<file path="config.mk">
export PLATFORM = sky130hd
export DESIGN_NAME = kinase_valve_sequencer
export DESIGN_NICKNAME = d
export VERILOG_FILES = /design/src/rtl/kinase_ctrl_pkg.sv /design/src/rtl/kinase_valve_sequencer_pump_gen.sv /design/src/rtl/kinase_valve_sequencer.sv
export SDC_FILE = /design/constraint.sdc
export NUM_CORES = 1
export LEC_CHECK = 0
export CAP_MARGIN = 20
export CORE_MARGIN = 1
export CORE_UTILIZATION = 43
export CTS_BUF_LIST = sky130_fd_sc_hd__clkbuf_4
export CTS_CLUSTER_SIZE = 10
export DETAILED_ROUTE_END_ITERATION = 6
export GPL_ROUTABILITY_DRIVEN = 0
export PLACE_DENSITY = 0.65
export SLEW_MARGIN = 20
export SYNTH_ARGS = -nofsm -noshare
export SYNTH_HDL_FRONTEND = slang
export SYNTH_HIERARCHICAL = 1
export SYNTH_SLANG_ARGS = --single-unit
</file>
<file path="constraint.sdc">
create_clock -name clk -period 9.3 [get_ports clk]
set_input_delay 0.93 -clock clk [delete_from_list [all_inputs] [get_ports clk]]
set_output_delay 0.93 -clock clk [all_outputs]
set_load 0.05 [all_outputs]
</file>
<file path="src/rtl/kinase_ctrl_pkg.sv">
// Shared constants, types and pump phase tables for the kinase-chip valve sequencer.
// Pad widths match the chip's control and pump valve groups.
package kinase_ctrl_pkg;

  localparam int CTRL_A_W     = 13;
  localparam int CTRL_S_W     = 4;
  localparam int PUMP_A_W     = 3;
  localparam int PUMP_B_W     = 2;
  localparam int STEP_DWELL_W = 16;

  localparam logic [1:0] ST_IDLE  = 2'd0;
  localparam logic [1:0] ST_STEP  = 2'd1;
  localparam logic [1:0] ST_FLUSH = 2'd2;

  typedef enum logic [1:0] {
    IDLE  = ST_IDLE,
    STEP  = ST_STEP,
    FLUSH = ST_FLUSH
  } kv_state_e;

  // Peristaltic sequences; entry 0 is the phase shown right after a run starts.
  localparam logic [PUMP_A_W-1:0] PUMP_A_SEQ [0:5] = '{
    3'b100, 3'b110, 3'b010, 3'b011, 3'b001, 3'b101
  };
  localparam logic [PUMP_B_W-1:0] PUMP_B_SEQ [0:3] = '{
    2'b10, 2'b11, 2'b01, 2'b00
  };

  typedef struct packed {
    logic [CTRL_A_W-1:0]     ctrl_a;
    logic [CTRL_S_W-1:0]     ctrl_s;
    logic [1:0]              pump_en;
    logic [STEP_DWELL_W-1:0] dwell;
  } step_entry_t;

  function automatic logic [2:0] pump_last_phase(input int valves);
    return (valves == PUMP_A_W) ? 3'd5 : 3'd3;
  endfunction

endpackage

</file>
<file path="src/rtl/kinase_valve_sequencer_pump_gen.sv">
// Phase generator for one peristaltic pump group; the valve pattern is registered
// and forced to 0 whenever the pump is not enabled for the coming cycle.
module peristaltic_pump_gen
  import kinase_ctrl_pkg::*;
#(
  parameter int VALVES = 3
) (
  input  logic              clk,
  input  logic              rst,
  input  logic              clear,
  input  logic              enable,
  input  logic              tick,
  output logic [VALVES-1:0] valves
);

  localparam logic [2:0] LAST_PHASE = pump_last_phase(VALVES);

  logic [2:0]        phase_reg;
  logic [2:0]        phase_next;
  logic [VALVES-1:0] pattern_next;
  logic [VALVES-1:0] valves_reg;

  always_comb begin
    phase_next = phase_reg;
    if (enable && tick) begin
      phase_next = (phase_reg == LAST_PHASE) ? 3'd0 : phase_reg + 3'd1;
    end
  end

  if (VALVES == PUMP_A_W) begin : g_pump_a
    assign pattern_next = PUMP_A_SEQ[phase_next];
  end else begin : g_pump_b
    assign pattern_next = PUMP_B_SEQ[phase_next[1:0]];
  end

  always_ff @(posedge clk) begin
    if (rst || clear) begin
      phase_reg  <= 3'd0;
      valves_reg <= '0;
    end else begin
      phase_reg  <= phase_next;
      valves_reg <= enable ? pattern_next : '0;
    end
  end

  assign valves = valves_reg;

endmodule

</file>
<file path="src/rtl/kinase_valve_sequencer.sv">
// Plays a preloaded valve-step table onto the chip pads, drives two peristaltic pumps
// and finishes every run (normal or aborted) with a timed flush of all control lines.
module kinase_valve_sequencer
  import kinase_ctrl_pkg::*;
#(
  parameter int STEPS   = 16,
  parameter int DWELL_W = STEP_DWELL_W,
  parameter int DIV_W   = 12,
  parameter int FLUSH_W = 12
) (
  input  logic                     clk,
  input  logic                     rst,
  input  logic                     cfg_we,
  input  logic [$clog2(STEPS)-1:0] cfg_addr,
  input  logic [CTRL_A_W-1:0]      cfg_ctrl_a,
  input  logic [CTRL_S_W-1:0]      cfg_ctrl_s,
  input  logic [1:0]               cfg_pump_en,
  input  logic [DWELL_W-1:0]       cfg_dwell,
  input  logic [$clog2(STEPS):0]   num_steps,
  input  logic [DIV_W-1:0]         pump_div,
  input  logic [FLUSH_W-1:0]       flush_cycles,
  input  logic                     start,
  input  logic                     abort,
  output logic [CTRL_A_W-1:0]      pad_ctrl_a,
  output logic [CTRL_S_W-1:0]      pad_ctrl_s,
  output logic [PUMP_A_W-1:0]      pad_pump_a,
  output logic [PUMP_B_W-1:0]      pad_pump_b,
  output logic [CTRL_A_W-1:0]      pad_flush_ctrl_a,
  output logic [CTRL_S_W-1:0]      pad_flush_ctrl_s,
  output logic [PUMP_A_W-1:0]      pad_flush_pump_a,
  output logic [PUMP_B_W-1:0]      pad_flush_pump_b,
  output logic                     busy,
  output logic                     done,
  output logic [$clog2(STEPS)-1:0] step_idx
);

  localparam int IW = $clog2(STEPS);

  // Step table: written only while idle, read through a registered port.
  step_entry_t table_mem [STEPS];
  step_entry_t rd_data_reg;
  step_entry_t wr_entry;
  logic [IW-1:0] rd_addr;

  logic [1:0]          state_reg, state_next;
  logic [IW-1:0]       step_idx_reg, step_idx_next;
  logic                load_pending_reg;
  logic [IW:0]         num_steps_reg;
  logic [DIV_W-1:0]    pump_div_reg;
  logic [FLUSH_W-1:0]  flush_cycles_reg;
  logic [DWELL_W-1:0]  dwell_cnt_reg;
  logic [FLUSH_W-1:0]  flush_cnt_reg;
  logic [DIV_W-1:0]    div_cnt_reg;
  logic [1:0]          pump_en_reg, pump_en_next;
  logic [CTRL_A_W-1:0] pad_ctrl_a_reg, pad_flush_ctrl_a_reg;
  logic [CTRL_S_W-1:0] pad_ctrl_s_reg, pad_flush_ctrl_s_reg;
  logic [PUMP_A_W-1:0] pad_flush_pump_a_reg;
  logic [PUMP_B_W-1:0] pad_flush_pump_b_reg;
  logic                done_reg;

  logic run_start, in_display, step_done, last_step;
  logic load_now, enter_flush, pump_tick;

  assign wr_entry = '{ctrl_a:  cfg_ctrl_a,
                      ctrl_s:  cfg_ctrl_s,
                      pump_en: cfg_pump_en,
                      dwell:   STEP_DWELL_W'(cfg_dwell)};

  always_ff @(posedge clk) begin
    if (cfg_we && (state_reg == ST_IDLE)) begin
      table_mem[cfg_addr] <= wr_entry;
    end
    rd_data_reg <= table_mem[rd_addr];
  end

  always_comb begin
    run_start     = (state_reg == ST_IDLE) && start;
    in_display    = (state_reg == ST_STEP) && !load_pending_reg;
    step_done     = in_display && (dwell_cnt_reg == '0);
    last_step     = ({1'b0, step_idx_reg} == (num_steps_reg - (IW+1)'(1)));
    pump_tick     = in_display && (div_cnt_reg == pump_div_reg);
    state_next    = state_reg;
    step_idx_next = step_idx_reg;
    case (state_reg)
      ST_IDLE: begin
        if (start) begin
          step_idx_next = '0;
          state_next    = (num_steps == '0) ? ST_FLUSH : ST_STEP;
        end
      end
      ST_STEP: begin
        if (abort) begin
          state_next = ST_FLUSH;
        end else if (step_done) begin
          if (last_step) begin
            state_next = ST_FLUSH;
          end else begin
            step_idx_next = step_idx_reg + IW'(1);
          end
        end
      end
      ST_FLUSH: begin
        if (flush_cnt_reg == '0) begin
          state_next = ST_IDLE;
        end
      end
      default: state_next = ST_IDLE;
    endcase

    // rd_data_reg always holds the entry that the next step transition will consume.
    load_now    = (state_reg == ST_STEP) && !abort &&
                  (load_pending_reg || (step_done && !last_step));
    rd_addr     = run_start ? '0 : step_idx_next + IW'(1);
    enter_flush = (state_next == ST_FLUSH) && (state_reg != ST_FLUSH);

    if (load_now) begin
      pump_en_next = rd_data_reg.pump_en;
    end else if (state_next == ST_STEP) begin
      pump_en_next = pump_en_reg;
    end else begin
      pump_en_next = 2'b00;
    end
  end

  always_ff @(posedge clk) begin
    if (rst) begin
      state_reg            <= ST_IDLE;
      step_idx_reg         <= '0;
      load_pending_reg     <= 1'b0;
      num_steps_reg        <= '0;
      pump_div_reg         <= '0;
      flush_cycles_reg     <= '0;
      dwell_cnt_reg        <= '0;
      flush_cnt_reg        <= '0;
      div_cnt_reg          <= '0;
      pump_en_reg          <= 2'b00;
      pad_ctrl_a_reg       <= '0;
      pad_ctrl_s_reg       <= '0;
      pad_flush_ctrl_a_reg <= '0;
      pad_flush_ctrl_s_reg <= '0;
      pad_flush_pump_a_reg <= '0;
      pad_flush_pump_b_reg <= '0;
      done_reg             <= 1'b0;
    end else begin
      state_reg    <= state_next;
      step_idx_reg <= step_idx_next;
      done_reg     <= 1'b0;

      if (run_start) begin
        num_steps_reg    <= num_steps;
        pump_div_reg     <= pump_div;
        flush_cycles_reg <= flush_cycles;
        load_pending_reg <= 1'b1;
        div_cnt_reg      <= '0;
        pump_en_reg      <= 2'b00;
      end

      // The pump divider free-runs over every displayed cycle, enabled or not.
      if (in_display) begin
        div_cnt_reg <= pump_tick ? '0 : div_cnt_reg + DIV_W'(1);
      end

      if (load_now) begin
        pad_ctrl_a_reg   <= rd_data_reg.ctrl_a;
        pad_ctrl_s_reg   <= rd_data_reg.ctrl_s;
        pump_en_reg      <= rd_data_reg.pump_en;
        dwell_cnt_reg    <= DWELL_W'(rd_data_reg.dwell);
        load_pending_reg <= 1'b0;
      end else if (in_display && (dwell_cnt_reg != '0)) begin
        dwell_cnt_reg <= dwell_cnt_reg - DWELL_W'(1);
      end

      if (enter_flush) begin
        pad_ctrl_a_reg       <= '0;
        pad_ctrl_s_reg       <= '0;
        pump_en_reg          <= 2'b00;
        pad_flush_ctrl_a_reg <= '1;
        pad_flush_ctrl_s_reg <= '1;
        pad_flush_pump_a_reg <= '1;
        pad_flush_pump_b_reg <= '1;
        flush_cnt_reg        <= run_start ? flush_cycles : flush_cycles_reg;
        load_pending_reg     <= 1'b0;
      end else if ((state_reg == ST_FLUSH) && (flush_cnt_reg == '0)) begin
        pad_flush_ctrl_a_reg <= '0;
        pad_flush_ctrl_s_reg <= '0;
        pad_flush_pump_a_reg <= '0;
        pad_flush_pump_b_reg <= '0;
        done_reg             <= 1'b1;
      end else if (state_reg == ST_FLUSH) begin
        flush_cnt_reg <= flush_cnt_reg - FLUSH_W'(1);
      end
    end
  end

  peristaltic_pump_gen #(.VALVES(PUMP_A_W)) u_pump_a (
    .clk    (clk),
    .rst    (rst),
    .clear  (run_start),
    .enable (pump_en_next[0]),
    .tick   (pump_tick),
    .valves (pad_pump_a)
  );

  peristaltic_pump_gen #(.VALVES(PUMP_B_W)) u_pump_b (
    .clk    (clk),
    .rst    (rst),
    .clear  (run_start),
    .enable (pump_en_next[1]),
    .tick   (pump_tick),
    .valves (pad_pump_b)
  );

  assign pad_ctrl_a       = pad_ctrl_a_reg;
  assign pad_ctrl_s       = pad_ctrl_s_reg;
  assign pad_flush_ctrl_a = pad_flush_ctrl_a_reg;
  assign pad_flush_ctrl_s = pad_flush_ctrl_s_reg;
  assign pad_flush_pump_a = pad_flush_pump_a_reg;
  assign pad_flush_pump_b = pad_flush_pump_b_reg;
  assign busy             = (state_reg != ST_IDLE);
  assign done             = done_reg;
  assign step_idx         = step_idx_reg;

endmodule

</file>
# Word level (Yosys, flattened, before mapping)

Memories as Yosys holds them, arrays and structs flattened. A register that Yosys moved wholly into a read port is not among the register bits.
Index checks and enable logic that the tools add are counted.
Widths: inputs -> output; s select.

Bitwise operators: 4
Reductions and logical operators: 34
Equal/unequal tests: 10
$add $sub $neg: 8
$lt $le $gt $ge: 1
Muxes and demuxes: 44

Operators with widths:

| cell                  | count |
|---|---|
| $mux 12               | 7 |
| $mux 16               | 2 |
| $mux 2                | 15 |
| $mux 4                | 7 |
| $mux 13               | 2 |
| $logic_not 16->1      | 1 |
| $reduce_bool 16->1    | 1 |
| $sub 16x1->16 const B | 1 |
| $mux 3                | 5 |
| $logic_and 1x1->1     | 13 |
| $add 12x1->12 const B | 1 |
| $eq 12x12->1          | 1 |
| $logic_not 12->1      | 1 |
| $reduce_bool 2->1     | 6 |
| $sub 12x1->12 const B | 1 |
| $add 4x1->4 const B   | 2 |
| $pmux 4 s2            | 1 |
| $add 3x1->3 const B   | 2 |
| $pmux 2 s3            | 1 |
| $reduce_or 2->1       | 3 |
| $eq 4x5->1            | 1 |
| $logic_not 5->1       | 1 |
| $sub 5x1->5 const B   | 1 |
| $bmux 2 s2            | 1 |
| 15 further kinds      | 24 |

Logic and storage cells: 124
Memories: 2
RAM bits: 560
Output and inout bits: 50
Bits in read-only memories: 24
Register bits: 126

Memories:

| memory           | depth | bits a word | read ports | clocked after memory_dff | wr ports | RTL line                              | RTL |
|---|---|---|---|---|---|---|---|
| table_mem        | 16    | 35          | 1          | 1                        | 1        | kinase_valve_sequencer.sv:40          | `step_entry_t table_mem [STEPS];` |
| (name not given) | 8     | 3           | 1          | 1                        | 0        | kinase_valve_sequencer_pump_gen.sv:31 | `assign pattern_next = PUMP_A_SEQ[phase_next];` |

# Depth between registers and ports, before layout

Word-level depth: 15
Mapped depth: 19

# Hierarchy

The synthesis kept the hierarchy.

Modules (own cells, without submodules):

| module                           | times used | area each (um^2) | cells an instance |
|---|---|---|---|
| kinase_valve_sequencer           | 1          | 27579.0          | 2171 |
| peristaltic_pump_gen at u_pump_a | 1          | 280.3            | 27 |
| peristaltic_pump_gen at u_pump_b | 1          | 224.0            | 25 |

# Worst setup path after synthesis

No wires, ideal clock.

Kind: input to register
Start point: input start
End point: register rd_data_reg[10] (netlist name)
Path buffers: 7
Setup time: 136 ps
Required time: 9164 ps
Stages on the path: 15
Arrival: 4346 ps
Setup slack: 4818 ps
Path through: nand2_1 -> inv_1 -> buf_1 -> buf_1 -> clkbuf_1 -> nor2_1 -> ha_1 -> and2_1 -> clkbuf_1 -> clkbuf_1 -> clkbuf_1 -> clkbuf_1 -> nand3_1 -> a32oi_1 -> o311ai_1

Elaborated cells on any way between the ends: 5
Classes of those cells: add/sub (1); mux (3); reduce/logical (1)

RTL lines:

| what              | RTL line                      | RTL |
|---|---|---|
| start, declared   | kinase_valve_sequencer.sv:22  | `input logic start,` |
| $logic_and 1x1->1 | kinase_valve_sequencer.sv:77  | `run_start = (state_reg == ST_IDLE) && start;` |
| via run_start     | kinase_valve_sequencer.sv:61  | `logic run_start, in_display, step_done, last_step;` |
| $mux 4            | kinase_valve_sequencer.sv:113 | `rd_addr = run_start ? '0 : step_idx_next + IW'(1);` |

The timed path passes the listed nets, and every way through them passes these cells.
A chain may end at the register's enable or synchronous reset.

# Worst setup path after layout

Start point: register dwell_cnt_reg[1]
End point: register rd_data_reg[27] (netlist name)

Cells in the longest elaborated chain, start to end: 7

Ends and longest elaborated chain:

| what                   | RTL line                      | RTL |
|---|---|---|
| start, declared        | kinase_valve_sequencer.sv:51  | `logic [DWELL_W-1:0] dwell_cnt_reg;` |
| start signal, assigned | kinase_valve_sequencer.sv:167 | `dwell_cnt_reg <= DWELL_W'(rd_data_reg.dwell);` |
| start signal, assigned | kinase_valve_sequencer.sv:170 | `dwell_cnt_reg <= dwell_cnt_reg - DWELL_W'(1);` |
| $logic_not 16->1       | kinase_valve_sequencer.sv:79  | `step_done = in_display && (dwell_cnt_reg == '0);` |
| $logic_and 1x1->1      | kinase_valve_sequencer.sv:79  |  |
| $mux 4                 | kinase_valve_sequencer.sv:94  | `end else if (step_done) begin` |
| $mux 4                 | kinase_valve_sequencer.sv:92  | `if (abort) begin` |
| $pmux 4 s2             | kinase_valve_sequencer.sv:84  | `case (state_reg)` |
| via step_idx_next[1]   | kinase_valve_sequencer.sv:46  | `logic [IW-1:0] step_idx_reg, step_idx_next;` |
| $add 4x1->4            | kinase_valve_sequencer.sv:113 |  |
| $mux 4                 | kinase_valve_sequencer.sv:113 |  |

The timed path passes the listed nets, and every way through them passes these cells.

==> impl_metrics.env <==
export IMPL_cp_required_ps=10170
export IMPL_crit_chain="inv_1, ha_1, nor4b_1, nand4_2, nor3_4, nand2_1, mux2i_1, nor2_1, ha_1, and2_4, buf_12, nand3_1, a32oi_1, o311ai_1"
export IMPL_seqCellArea_um2=19700
export IMPL_io_pins=123
export IMPL_path_max_fanout=207
export IMPL_antenna_found_initial=5
export IMPL_clk_pin_slew_ps=70
export IMPL_portBuffers=122
export IMPL_fp_dieH_um=258
export IMPL_cts_setup_buffers=0
export IMPL_setup_viol=0
export IMPL_timing_rr_start="dwell_cnt_reg[1]"
export IMPL_drc_errors=0
export IMPL_ys_seq_area_share_pct=70.1
export IMPL_htreeDepth=4
export IMPL_cts_tree="yes"
export IMPL_finish_utilization_pct=50.3
export IMPL_synth_fp_nets=2304
export IMPL_wirelength_um=69800
export IMPL_placed_cell_area_um2=30000
export IMPL_start_util_pct=43.6
export IMPL_crit_cells=14
export IMPL_tns_ps=0
export IMPL_die_w_um=258
export IMPL_syn2layout_area_growth_pct=15.4
export IMPL_netlist_area_um2=28100
export IMPL_period_share_pct=52.2
export IMPL_core_rowCount=93
export IMPL_cp_end_kind="flop"
export IMPL_finalHoldViolCount=0
export IMPL_preCtsSetupSlack_ps=4210
export IMPL_period_minus_slack_ps=4860
export IMPL_cts_resized=0
export IMPL_synth_compound_area_share_pct=10.5
export IMPL_ys_seq_elements=703
export IMPL_grt_pass1_vias=18500
export IMPL_startpoint="dwell_cnt_reg[1]"
export IMPL_synthAdderAreaFrac_pct=0.356
export IMPL_vias_per_cell=5.54
export IMPL_async_reset_ff_share_pct=0
export IMPL_yosysWarnings=6
export IMPL_synth_ff_type="edfxtp_1"
export IMPL_overflow=0
export IMPL_cts_buffers=174
export IMPL_grt_use_total_pct=21.0
export IMPL_reg2regPathDepth=14
export IMPL_synth_top_area_share_pct=59.9
export IMPL_root_buffer="clkbuf_4"
export IMPL_worst_slack_ps=4440
export IMPL_hpwl_um=35000
export IMPL_arrival_ps=5730
export IMPL_nets=2472
export IMPL_synth_enable_flop_cells=560
export IMPL_worst_setup_path_type="flop to flop"
export IMPL_synth_simple_gate_area_share_pct=13.4
export IMPL_synth_top_family_by_area="simple AND/OR/NAND/NOR gates"
export IMPL_rrSetupSlack_ps=4440
export IMPL_clk_latency_ps=1050
export IMPL_wl_per_cell_um=20.6
export IMPL_drive_above_1_share_pct=14.7
export IMPL_syn_inst=2223
export IMPL_first_pass_iters=7
export IMPL_largest_reg_flops=560
export IMPL_slowest_delay_ps=620
export IMPL_slowest_stage="and2_4"
export IMPL_r2r_end="rd_data_reg[27]"
export IMPL_worst_setup_path_start_kind="flop"
export IMPL_synthTopCellsByArea="edfxtp_1 (60%), dfxtp_1 (10%), nand2_1 (5.5%)"
export IMPL_cp_num_buf_inv=2
export IMPL_grt_max_degree=208
export IMPL_design_die_area_um2=66300
export IMPL_outcome="complete, no violations"
export IMPL_synth_xor_xnor_area_share_pct=1.03
export IMPL_synthMuxAreaShare_pct=1.68
export IMPL_power_density_nw_per_um2=243
export IMPL_timing_max_cap_violations=0
export IMPL_clockBufferDepth=3
export IMPL_drt_iter0_markers=1659
export IMPL_synth_area_per_cell_um2=12.6
export IMPL_ir_drop_mv=0.140
export IMPL_grt_pass1_wl_um=106000
export IMPL_worst_path_most_repeated_cell="ha_1"
export IMPL_stdcell_area_um2=32400
export IMPL_cp_endpoint="rd_data_reg[27]"
export IMPL_skew_ps=61.9
export IMPL_ys_types=68
export IMPL_crit_family="simple AND/OR/NAND/NOR gates"
export IMPL_fill_cells=5607
export IMPL_yosysTopAreaCell="edfxtp_1"
export IMPL_hold_class="flop to flop"
export IMPL_drv_slew=0
export IMPL_core_area_um2=64500
export IMPL_slew_headroom_pct=27.6
export IMPL_p_leak_nw=11.4
export IMPL_routed_via_count=18800
export IMPL_multiInputGateArea_um2=7740
export IMPL_fmax_mhz=206
export IMPL_rsz0062_at_grt="false"
export IMPL_ctsHoldBuffers=0
export IMPL_postRouteAntennaNets=0
export IMPL_clkSinkCount=703
export IMPL_tightest_slew_ps=1090
-- tightest hold or removal path: stages, from the launching register on --
cell and delay, ps:
dfxtp_1 310, nand2_1 60, a21oi_1 40
-- Yosys cell counts, types with 17 or more instances --
library cell / n
o21ai_0: 25
nand3_1: 78
clkbuf_1: 89
a21o_1: 35
dfxtp_1: 143
a211o_1: 39
and3_1: 84
buf_2: 40
edfxtp_1: 560
a21oi_1: 174
buf_4: 23
xor2_1: 17
a32oi_1: 37
nor3_1: 56
mux2i_1: 45
nand2_1: 414
o311ai_1: 34
a211oi_1: 50
nor2_1: 114
-- stage by stage --
| step | std cells | power (mW) | hold slack, ps |
|---|---|---|---|
| final | 3396 | 7.87 | 450 |
| after detailed placement | 3070 | 5.25 | 440 |
| after floorplan | 2223 | 4.81 | 407 |
| after global routing | 3394 | 8.25 | 453 |
| after global placement | 3070 | 5.21 | 417 |
| after CTS | 3390 | 7.93 | 407 |
-- worst min path at each step --
stage	slack, ps	depth (start not counted)	to	from
finish	450	2	u_pump_b/phase_reg[2]	u_pump_b/phase_reg[2]
global route	450	3	pump_div_reg[4]	pump_div[4]
CTS	410	3	pump_div_reg[4]	pump_div[4]
detailed placement	440	2	u_pump_b/phase_reg[2]	u_pump_b/phase_reg[2]
global placement	420	2	u_pump_b/phase_reg[2]	u_pump_b/phase_reg[2]
floorplan	410	2	u_pump_b/phase_reg[2]	u_pump_b/phase_reg[2]
-- metal layers --
| layer | vias to the layer above | part of all wire (%) | track usage, % | wire, um |
|---|---|---|---|---|
| met2 | 765 | 46 | 32.5 | 32100 |
| met4 | 2 | 1.9 | 8.02 | 1320 |
| li1 | 8728 | - | - | - |
| met3 | 98 | 8.0 | 5.21 | 5580 |
| met1 | 9212 | 44 | 28.4 | 30800 |
| met5 | - | 0.019 | 0 | 13 |
-- final cells by class --
| class | count | area share, % |
|---|---|---|
| antenna | 6 | 0.0463 |
| clock buffer | 284 | 6.58 |
| clock inverter | 36 | 0.684 |
| inverter | 14 | 0.162 |
| multi-input combinational | 1343 | 23.9 |
| sequential | 703 | 60.7 |
| tap | 855 | 3.30 |
| timing repair buffer | 155 | 4.61 |
-- report_power, final --
part           switching (mW)  internal (mW)
clock network            1.23           1.44
logic                    1.03          0.520
registers               0.102           3.54
-- cells by family (layout without fill, tap and decap cells) --
group,count (synthesis),after routing
simple gates,821,821
flops,703,703
compound gates,434,434
buf+inv,177,489
mux,47,47
xor+xnor,33,33
fa+ha+maj,8,8
other cells,0,6
-- layout by cell type (no fill, tap or decap), drive strengths merged, types with 34 or more instances in the layout --
cell type / n
edfxtp: 560
nand2: 414
clkbuf: 284
a21oi: 174
dfxtp: 143
clkdlybuf4s50: 121
nor2: 115
and3: 84
nand3: 78
nor3: 58
a211oi: 51
mux2i: 45
a211o: 39
a32oi: 37
o311ai: 36
a21o: 35
buf: 34
Note: power is estimated with default switching activity, not from simulation.
